[src/rtl/rv32i_pkg.sv]
// Shared RV32I decode definitions: base opcodes, immediate formats and the
// per-opcode control summary used by the decode stage.
package rv32i_pkg;

    localparam int XLEN = 32;

    localparam logic [6:0] OPC_LUI    = 7'b0110111;
    localparam logic [6:0] OPC_AUIPC  = 7'b0010111;
    localparam logic [6:0] OPC_JAL    = 7'b1101111;
    localparam logic [6:0] OPC_JALR   = 7'b1100111;
    localparam logic [6:0] OPC_BRANCH = 7'b1100011;
    localparam logic [6:0] OPC_LOAD   = 7'b0000011;
    localparam logic [6:0] OPC_STORE  = 7'b0100011;
    localparam logic [6:0] OPC_OP_IMM = 7'b0010011;
    localparam logic [6:0] OPC_OP     = 7'b0110011;
    localparam logic [6:0] OPC_FENCE  = 7'b0001111;
    localparam logic [6:0] OPC_SYSTEM = 7'b1110011;

    typedef enum logic [2:0] {
        IMM_I = 3'd0,
        IMM_S = 3'd1,
        IMM_B = 3'd2,
        IMM_U = 3'd3,
        IMM_J = 3'd4,
        IMM_R = 3'd5
    } imm_type_e;

    typedef struct packed {
        logic      legal;
        logic      uses_rs1;
        logic      uses_rs2;
        logic      writes_rd;
        imm_type_e imm_type;
    } dec_ctrl_t;

    // Unknown opcodes read nothing and write nothing, so they never interlock.
    function automatic dec_ctrl_t decode_opcode(input logic [6:0] opcode);
        dec_ctrl_t c;
        c = '{legal: 1'b1, uses_rs1: 1'b1, uses_rs2: 1'b0, writes_rd: 1'b1, imm_type: IMM_I};
        case (opcode)
            OPC_LUI:    begin c.uses_rs1 = 1'b0; c.imm_type = IMM_U; end
            OPC_AUIPC:  begin c.uses_rs1 = 1'b0; c.imm_type = IMM_U; end
            OPC_JAL:    begin c.uses_rs1 = 1'b0; c.imm_type = IMM_J; end
            OPC_JALR:   c.imm_type = IMM_I;
            OPC_BRANCH: begin c.uses_rs2 = 1'b1; c.writes_rd = 1'b0; c.imm_type = IMM_B; end
            OPC_LOAD:   c.imm_type = IMM_I;
            OPC_STORE:  begin c.uses_rs2 = 1'b1; c.writes_rd = 1'b0; c.imm_type = IMM_S; end
            OPC_OP_IMM: c.imm_type = IMM_I;
            OPC_OP:     begin c.uses_rs2 = 1'b1; c.imm_type = IMM_R; end
            OPC_FENCE:  c.writes_rd = 1'b0;
            OPC_SYSTEM: c.writes_rd = 1'b0;
            default:    c = '{legal: 1'b0, uses_rs1: 1'b0, uses_rs2: 1'b0, writes_rd: 1'b0, imm_type: IMM_R};
        endcase
        return c;
    endfunction

endpackage

[src/rtl/decode_stage_imm_gen.sv]
// Combinational RV32I immediate generator; selects the bit scatter of the
// instruction's format and sign-extends to XLEN.
module imm_gen
    import rv32i_pkg::*;
(
    input  logic [31:7]     instr,
    input  imm_type_e       imm_type,
    output logic [XLEN-1:0] imm
);

    // Reassemble the immediate for the requested format.
    always_comb begin
        imm = 32'd0;
        case (imm_type)
            IMM_I:   imm = {{20{instr[31]}}, instr[31:20]};
            IMM_S:   imm = {{20{instr[31]}}, instr[31:25], instr[11:7]};
            IMM_B:   imm = {{19{instr[31]}}, instr[31], instr[7], instr[30:25], instr[11:8], 1'b0};
            IMM_U:   imm = {instr[31:12], 12'd0};
            IMM_J:   imm = {{11{instr[31]}}, instr[31], instr[19:12], instr[20], instr[30:21], 1'b0};
            default: imm = 32'd0;
        endcase
    end

endmodule

[src/rtl/decode_stage.sv]
// RV32I decode stage: decodes one instruction per cycle into the ID/EX register
// and interlocks RAW/WAW hazards with a busy scoreboard. Optional macro
// DECODE_WB_BYPASS_EN forwards same-cycle writeback data into the operands.
module decode_stage
    import rv32i_pkg::*;
#(
    parameter int XLEN = 32,
    parameter int PC_W = 32
) (
    input  logic            clk,
    input  logic            rst,
    input  logic            flush,
    input  logic            in_valid,
    output logic            in_ready,
    input  logic [31:0]     in_instr,
    input  logic [PC_W-1:0] in_pc,
    output logic [4:0]      rs1_addr,
    output logic [4:0]      rs2_addr,
    input  logic [XLEN-1:0] rs1_data,
    input  logic [XLEN-1:0] rs2_data,
    input  logic            wb_we,
    input  logic [4:0]      wb_rd,
    input  logic [XLEN-1:0] wb_data,
    output logic            out_valid,
    input  logic            out_ready,
    output logic [PC_W-1:0] out_pc,
    output logic [XLEN-1:0] out_rs1_val,
    output logic [XLEN-1:0] out_rs2_val,
    output logic [XLEN-1:0] out_imm,
    output logic [4:0]      out_rd,
    output logic            out_rd_we,
    output logic [6:0]      out_opcode,
    output logic [2:0]      out_funct3,
    output logic            out_funct7_b5,
    output logic            out_illegal
);

    logic [4:0]      rs1_s, rs2_s, rd_s;
    dec_ctrl_t       ctrl_s;
    logic            writes_rd_s;
    logic [XLEN-1:0] imm_s;
    logic            wb_hit1_s, wb_hit2_s;
    logic            hazard_s, in_ready_s, accept_s;
    logic [XLEN-1:0] rs1_val_s, rs2_val_s;
    logic [31:0]     busy_r, busy_nxt_s, clr_wb_s, clr_fl_s, set_s;

    logic            out_valid_r, out_rd_we_r, out_funct7_b5_r, out_illegal_r;
    logic [PC_W-1:0] out_pc_r;
    logic [XLEN-1:0] out_rs1_val_r, out_rs2_val_r, out_imm_r;
    logic [4:0]      out_rd_r;
    logic [6:0]      out_opcode_r;
    logic [2:0]      out_funct3_r;

    assign rs1_s       = in_instr[19:15];
    assign rs2_s       = in_instr[24:20];
    assign rd_s        = in_instr[11:7];
    assign ctrl_s      = decode_opcode(in_instr[6:0]);
    assign writes_rd_s = ctrl_s.writes_rd & (rd_s != 5'd0);
    assign rs1_addr    = rs1_s;
    assign rs2_addr    = rs2_s;

    imm_gen u_imm_gen (
        .instr    (in_instr[31:7]),
        .imm_type (ctrl_s.imm_type),
        .imm      (imm_s)
    );

    assign wb_hit1_s = wb_we & (wb_rd != 5'd0) & ctrl_s.uses_rs1 & (wb_rd == rs1_s);
    assign wb_hit2_s = wb_we & (wb_rd != 5'd0) & ctrl_s.uses_rs2 & (wb_rd == rs2_s);

`ifdef DECODE_WB_BYPASS_EN
    assign rs1_val_s = wb_hit1_s ? wb_data : rs1_data;
    assign rs2_val_s = wb_hit2_s ? wb_data : rs2_data;
    assign hazard_s  = (ctrl_s.uses_rs1 & busy_r[rs1_s] & ~wb_hit1_s)
                     | (ctrl_s.uses_rs2 & busy_r[rs2_s] & ~wb_hit2_s)
                     | (writes_rd_s & busy_r[rd_s]);
`else
    // The register file only reflects a commit after the edge, so wait it out.
    logic unused_wb_data_s;
    assign unused_wb_data_s = ^wb_data;
    assign rs1_val_s = rs1_data;
    assign rs2_val_s = rs2_data;
    assign hazard_s  = (ctrl_s.uses_rs1 & busy_r[rs1_s])
                     | (ctrl_s.uses_rs2 & busy_r[rs2_s])
                     | (writes_rd_s & busy_r[rd_s])
                     | wb_hit1_s | wb_hit2_s;
`endif

    assign in_ready_s = ~rst & ~hazard_s & (~out_valid_r | out_ready) & ~flush;
    assign accept_s   = in_valid & in_ready_s;
    assign in_ready   = in_ready_s;

    // Set beats clear on the same index; x0 is forced idle.
    assign clr_wb_s   = (wb_we && (wb_rd != 5'd0)) ? (32'd1 << wb_rd) : 32'd0;
    assign clr_fl_s   = (flush && out_valid_r && out_rd_we_r) ? (32'd1 << out_rd_r) : 32'd0;
    assign set_s      = (accept_s && writes_rd_s) ? (32'd1 << rd_s) : 32'd0;
    assign busy_nxt_s = ((busy_r & ~clr_wb_s & ~clr_fl_s) | set_s) & ~32'd1;

    // Busy scoreboard register.
    always_ff @(posedge clk) begin
        if (rst) begin
            busy_r <= 32'd0;
        end else begin
            busy_r <= busy_nxt_s;
        end
    end

    // ID/EX pipeline register; fields hold whenever nothing new is loaded.
    always_ff @(posedge clk) begin
        if (rst) begin
            out_valid_r     <= 1'b0;
            out_pc_r        <= '0;
            out_rs1_val_r   <= '0;
            out_rs2_val_r   <= '0;
            out_imm_r       <= '0;
            out_rd_r        <= 5'd0;
            out_rd_we_r     <= 1'b0;
            out_opcode_r    <= 7'd0;
            out_funct3_r    <= 3'd0;
            out_funct7_b5_r <= 1'b0;
            out_illegal_r   <= 1'b0;
        end else if (flush) begin
            out_valid_r     <= 1'b0;
        end else if (accept_s) begin
            out_valid_r     <= 1'b1;
            out_pc_r        <= in_pc;
            out_rs1_val_r   <= rs1_val_s;
            out_rs2_val_r   <= rs2_val_s;
            out_imm_r       <= imm_s;
            out_rd_r        <= rd_s;
            out_rd_we_r     <= writes_rd_s;
            out_opcode_r    <= in_instr[6:0];
            out_funct3_r    <= in_instr[14:12];
            out_funct7_b5_r <= in_instr[30];
            out_illegal_r   <= ~ctrl_s.legal;
        end else if (out_ready) begin
            out_valid_r     <= 1'b0;
        end
    end

    assign out_valid     = out_valid_r;
    assign out_pc        = out_pc_r;
    assign out_rs1_val   = out_rs1_val_r;
    assign out_rs2_val   = out_rs2_val_r;
    assign out_imm       = out_imm_r;
    assign out_rd        = out_rd_r;
    assign out_rd_we     = out_rd_we_r;
    assign out_opcode    = out_opcode_r;
    assign out_funct3    = out_funct3_r;
    assign out_funct7_b5 = out_funct7_b5_r;
    assign out_illegal   = out_illegal_r;

endmodule
[config.mk]
export PLATFORM = sky130hd
export DESIGN_NAME = decode_stage
export DESIGN_NICKNAME = d
export VERILOG_FILES = /design/src/rtl/rv32i_pkg.sv /design/src/rtl/decode_stage_imm_gen.sv /design/src/rtl/decode_stage.sv
export SDC_FILE = /design/constraint.sdc
export NUM_CORES = 1
export LEC_CHECK = 0
export BUFFER_PORTS_ARGS = -buffer_cell sky130_fd_sc_hd__buf_4
export CAP_MARGIN = 40
export CORE_MARGIN = 2
export CORE_UTILIZATION = 30
export CTS_CLUSTER_SIZE = 16
export DETAILED_ROUTE_END_ITERATION = 7
export PLACE_DENSITY = 0.58
export SYNTH_ARGS = -nofsm -noshare
export SYNTH_HDL_FRONTEND = slang
export SYNTH_SLANG_ARGS = --single-unit
[constraint.sdc]
create_clock -name clk -period 8.13 [get_ports clk]
set_input_delay 0.813 -clock clk [delete_from_list [all_inputs] [get_ports clk]]
set_output_delay 0.813 -clock clk [all_outputs]
set_load 0.03 [all_outputs]
==> qor.txt <==
Status: complete, no violations
Slew at the pin closest to its max-slew limit: 0.797 ns
Number of antenna violations at the first check in global routing: 0
Diode insertion count for antenna repair: 0
Die area: 29,900 sq um
Wire length of the first global-routing pass: 42.6 mm
Post-synth top flop: sky130_fd_sc_hd__dfxtp_1
Max-Slew Margin vs Limit: 46.6%
DR pass1 iterations: 4
Worst setup SP type: primary input
TritonCTS clock tree: done
Power density over the cells: 182 nW/um^2
Count of distinct cell types in the synthesized netlist: 59
Routed length on met2: 12.6 mm
Worst path arrival time: 3.38 ns
Insertion delay of the later-clocked pin in the worst-skew pair: 0.44 ns
Maximum number of pins on one net before global-route repair: 84
Setup repair after global routing missed its margin: no
Sum of routed wire length over all layers: 27.6 mm
Share of post-route cells with drive strength above 1: 32.2%
Area used by multi-input combinational logic: 4490 sq um
Clk pin slew, worst setup/hold paths: 0.07 ns
Routability congestion estimate: 0.834
Via count of the routed design: 7,617
Register area share after synthesis: 41.6%
Proportion of synthesized flip-flops having asynchronous set or reset: 0%
Fraction of post-synthesis cell area in the top cell type by area: 41.6%
WL met1: 12.5 mm
GRT Residual Overflow: 0
Endpoint class of the critical path: output pin
Final Hold Fails: 0
Cell Rows: 61
Worst Min Path Start: out_imm[5]
Clock sink count: 178
Area taken by flip-flops and latches: 3560 sq um
Worst Hold Slack: 0.471 ns
Reported max-cap violation count: 0
Core region area: 27,900 sq um
Peak ir drop on the vdd network: 0.000121 V
Number of routed nets with antenna violations: 0
Total Neg Setup Slack: 0 ns
Post-synthesis instance total: 913
Die boundary width: 173 microns
DR iter-0 viols: 532
DR DRC count: 0
Launch point of the worst path: in_instr[21]
# Post-CTS Setup Buffers: 0
Number of global-route vias before repair: 7,224
Proportion of power drawn by the clock network: 41.1%
WL/cell: 17.9 microns
Resized cells post-CTS: 0
Detail Placement HPWL: 20.1 mm
# IOs: 329
Clk Tree Root Cell: sky130_fd_sc_hd__clkbuf_16
Number of buffers inserted by hold repair at cts: 0
Synthesized area: 8570 sq um
Buffers from clock root to sink, at most: 2
CTS buffer count: 17
Share of total power in combinational logic: 15.2%
P_sw: 0.614 mW
Synthesis-to-layout area growth: 34.3%
Initial standard-cell utilization of the core: 30.7%
Critical path fanouts, max: 13
Most area-hungry cell type in the Yosys netlist: sky130_fd_sc_hd__dfxtp_1
Number of H-tree levels: 4
Ratio of routed vias to standard cells: 4.94
Share of the cycle needed by the critical path after routing: 51.6%
Warnings from Yosys: 0
Top cells by area in the synthesized netlist: sky130_fd_sc_hd__dfxtp_1 42%, sky130_fd_sc_hd__mux2i_1 16%, sky130_fd_sc_hd__nor2_1 6.9%
Achievable Freq: 0.238 GHz
Post-Place Cell Area: 10,900 sq um
Shortest clock period the worst path allows after layout: 4.19 ns
Internal: 1.47 mW
LEAKAGE: 4.61 nW
Met3 Routed Length: 2.16 mm
Max-slew violation count: 0
Fraction of power spent switching nets: 29.4%
PortBufs: 296
Setup clock skew after layout: 0.0158 ns
Count of state elements after synthesis: 178
Highest metal layer with signal wires: met4
Mean instance size in the synthesized netlist: 9.38 sq um
DIE HEIGHT: 173 microns
Area of all placed cells without fillers: 11,500 sq um
Mapped Nets: 1,084
Fill count: 2,839
Class of the tightest hold or removal check: reg -> reg
Post-synth EDFFs: 0
Launching point of the worst reg2reg path: busy_r[14]
Fin nets: 1,321
GRT Util Overall: 18.0%
Share of total power in sequential cells: 43.7%
Required time worst endpoint: 7.32 ns
Count of final setup violators: 0
Type of the worst setup path: in -> out
-- cells by family (layout without fill, tap and decap cells) --
kind of cell,count (synthesis),in the layout,share of synthesized area (%)
adders and majority gates,1,1,0.117
buffers and inverters,92,342,6.21
muxes,151,151,19.7
xor gates and xnor gates,10,10,1.02
DFF,178,178,41.6
AOI/OAI and AO/OA,166,166,14.1
and+or+nand+nor,315,315,17.3
-- power by group through the flow --
| stage | registers [mW] | logic (mW) | clock network [mW] |
|---|---|---|---|
| finish | 0.912 | 0.318 | 0.859 |
| global route | 0.916 | 0.340 | 0.919 |
| CTS | 0.912 | 0.320 | 0.883 |
| detailed placement | 0.932 | 0.319 | 0 |
| global placement | 0.931 | 0.314 | 0 |
| floorplan | 0.982 | 0.137 | 0 |
-- through the flow --
stage	setup WS [ns]	util [%]	power [mW]	instances
after floorplan	4.40	-	1.12	913
after detailed placement	3.62	39.0	1.25	1509
after global placement	3.43	38.7	1.24	1506
final	3.94	41.2	2.09	1541
after CTS	3.96	41.2	2.11	1541
after global routing	3.84	41.2	2.17	1541
-- worst max-delay path, stage by stage --
cell and delay [ns]:
sky130_fd_sc_hd__buf_4 0.23, sky130_fd_sc_hd__mux4_1 0.57, sky130_fd_sc_hd__mux4_2 0.49, sky130_fd_sc_hd__o211a_1 0.29, sky130_fd_sc_hd__a2111oi_4 0.70, sky130_fd_sc_hd__buf_4 0.29
-- worst paths after layout --
path                endpoint  slack (ns)  depth (start not counted)
max                 in_ready        3.94                          6
min               out_imm[5]        0.47                          2
max reg2reg  out_rs1_val[27]        4.43                          9
min reg2reg       out_imm[5]        0.47                          2
-- per-layer routing --
layer	GRT usage, %	up-vias
met5	0	-
met4	4.63	0
met3	5.58	27
met2	28.4	295
met1	23.7	3576
li1	-	3719
-- synth_stat cells, types with 2 or more instances --
master	instances
sky130_fd_sc_hd__nor3_1	2
sky130_fd_sc_hd__mux2_2	5
sky130_fd_sc_hd__mux4_2	12
sky130_fd_sc_hd__a211oi_1	27
sky130_fd_sc_hd__buf_6	3
sky130_fd_sc_hd__and3_1	5
sky130_fd_sc_hd__nand2_1	42
sky130_fd_sc_hd__nor2b_1	39
sky130_fd_sc_hd__nor2_1	158
sky130_fd_sc_hd__nand2b_1	18
sky130_fd_sc_hd__or2_2	3
sky130_fd_sc_hd__nor4bb_1	3
sky130_fd_sc_hd__o41ai_1	4
sky130_fd_sc_hd__o31ai_1	4
sky130_fd_sc_hd__nand3b_1	2
sky130_fd_sc_hd__buf_2	7
sky130_fd_sc_hd__clkbuf_1	44
sky130_fd_sc_hd__nor4_1	2
sky130_fd_sc_hd__inv_1	7
sky130_fd_sc_hd__nand3_1	19
sky130_fd_sc_hd__buf_8	7
sky130_fd_sc_hd__o21ai_0	23
sky130_fd_sc_hd__mux2i_1	133
sky130_fd_sc_hd__or3_1	5
sky130_fd_sc_hd__and2_1	2
sky130_fd_sc_hd__nor3b_1	5
sky130_fd_sc_hd__o41ai_2	3
sky130_fd_sc_hd__xor2_1	2
sky130_fd_sc_hd__buf_1	7
sky130_fd_sc_hd__o221ai_1	29
sky130_fd_sc_hd__o21ai_2	10
sky130_fd_sc_hd__xnor2_1	8
sky130_fd_sc_hd__a22oi_1	8
sky130_fd_sc_hd__nand4_1	6
sky130_fd_sc_hd__buf_4	16
sky130_fd_sc_hd__dfxtp_1	178
sky130_fd_sc_hd__a21oi_1	39
sky130_fd_sc_hd__o211ai_1	5
-- cells in the final DEF (no fill, tap or decap), drive strengths merged, types with 2 or more instances in the layout --
| cell | Yosys | routed |
|---|---|---|
| nor3b | 5 | 5 |
| or3 | 5 | 5 |
| xnor2 | 8 | 8 |
| nand3b | 2 | 2 |
| o21ai | 33 | 33 |
| and3 | 5 | 5 |
| and2 | 2 | 2 |
| o41ai | 7 | 7 |
| inv | 7 | 14 |
| nor4 | 2 | 2 |
| a2111oi | 2 | 2 |
| o211ai | 5 | 5 |
| nor3 | 2 | 2 |
| nor4bb | 3 | 3 |
| a22oi | 8 | 8 |
| mux2i | 133 | 133 |
| nand2 | 43 | 43 |
| o31ai | 4 | 4 |
| dfxtp | 178 | 178 |
| clkbuf | 44 | 17 |
| nor2 | 158 | 158 |
| o221ai | 29 | 29 |
| a21oi | 40 | 40 |
| nor2b | 39 | 39 |
| nand2b | 18 | 18 |
| clkinv | 0 | 6 |
| a211oi | 27 | 27 |
| nand3 | 20 | 20 |
| xor2 | 2 | 2 |
| nand4 | 6 | 6 |
| mux2 | 5 | 5 |
| or2 | 3 | 3 |
| buf | 41 | 303 |
| mux4 | 13 | 13 |
-- cell type report --
class	count	area share [%]
tap	378	4.11
clock inverter	15	1.63
clock buffer	17	3.70
sequential	178	31.0
inverter	7	0.228
timing repair buffer	303	20.3
multi-input combinational	643	39.0
-- flip-flops by register name, summed over array words and instances, names as in the netlist --
register       flops
busy_r            31
out_imm           32
out_pc            32
out_rd             5
out_rs2_val       32
out_funct3         3
out_rd_we          1
out_illegal        1
out_rs1_val       32
out_opcode         7
out_funct7_b5      1
out_valid          1
(Power assumes the default switching activity.)
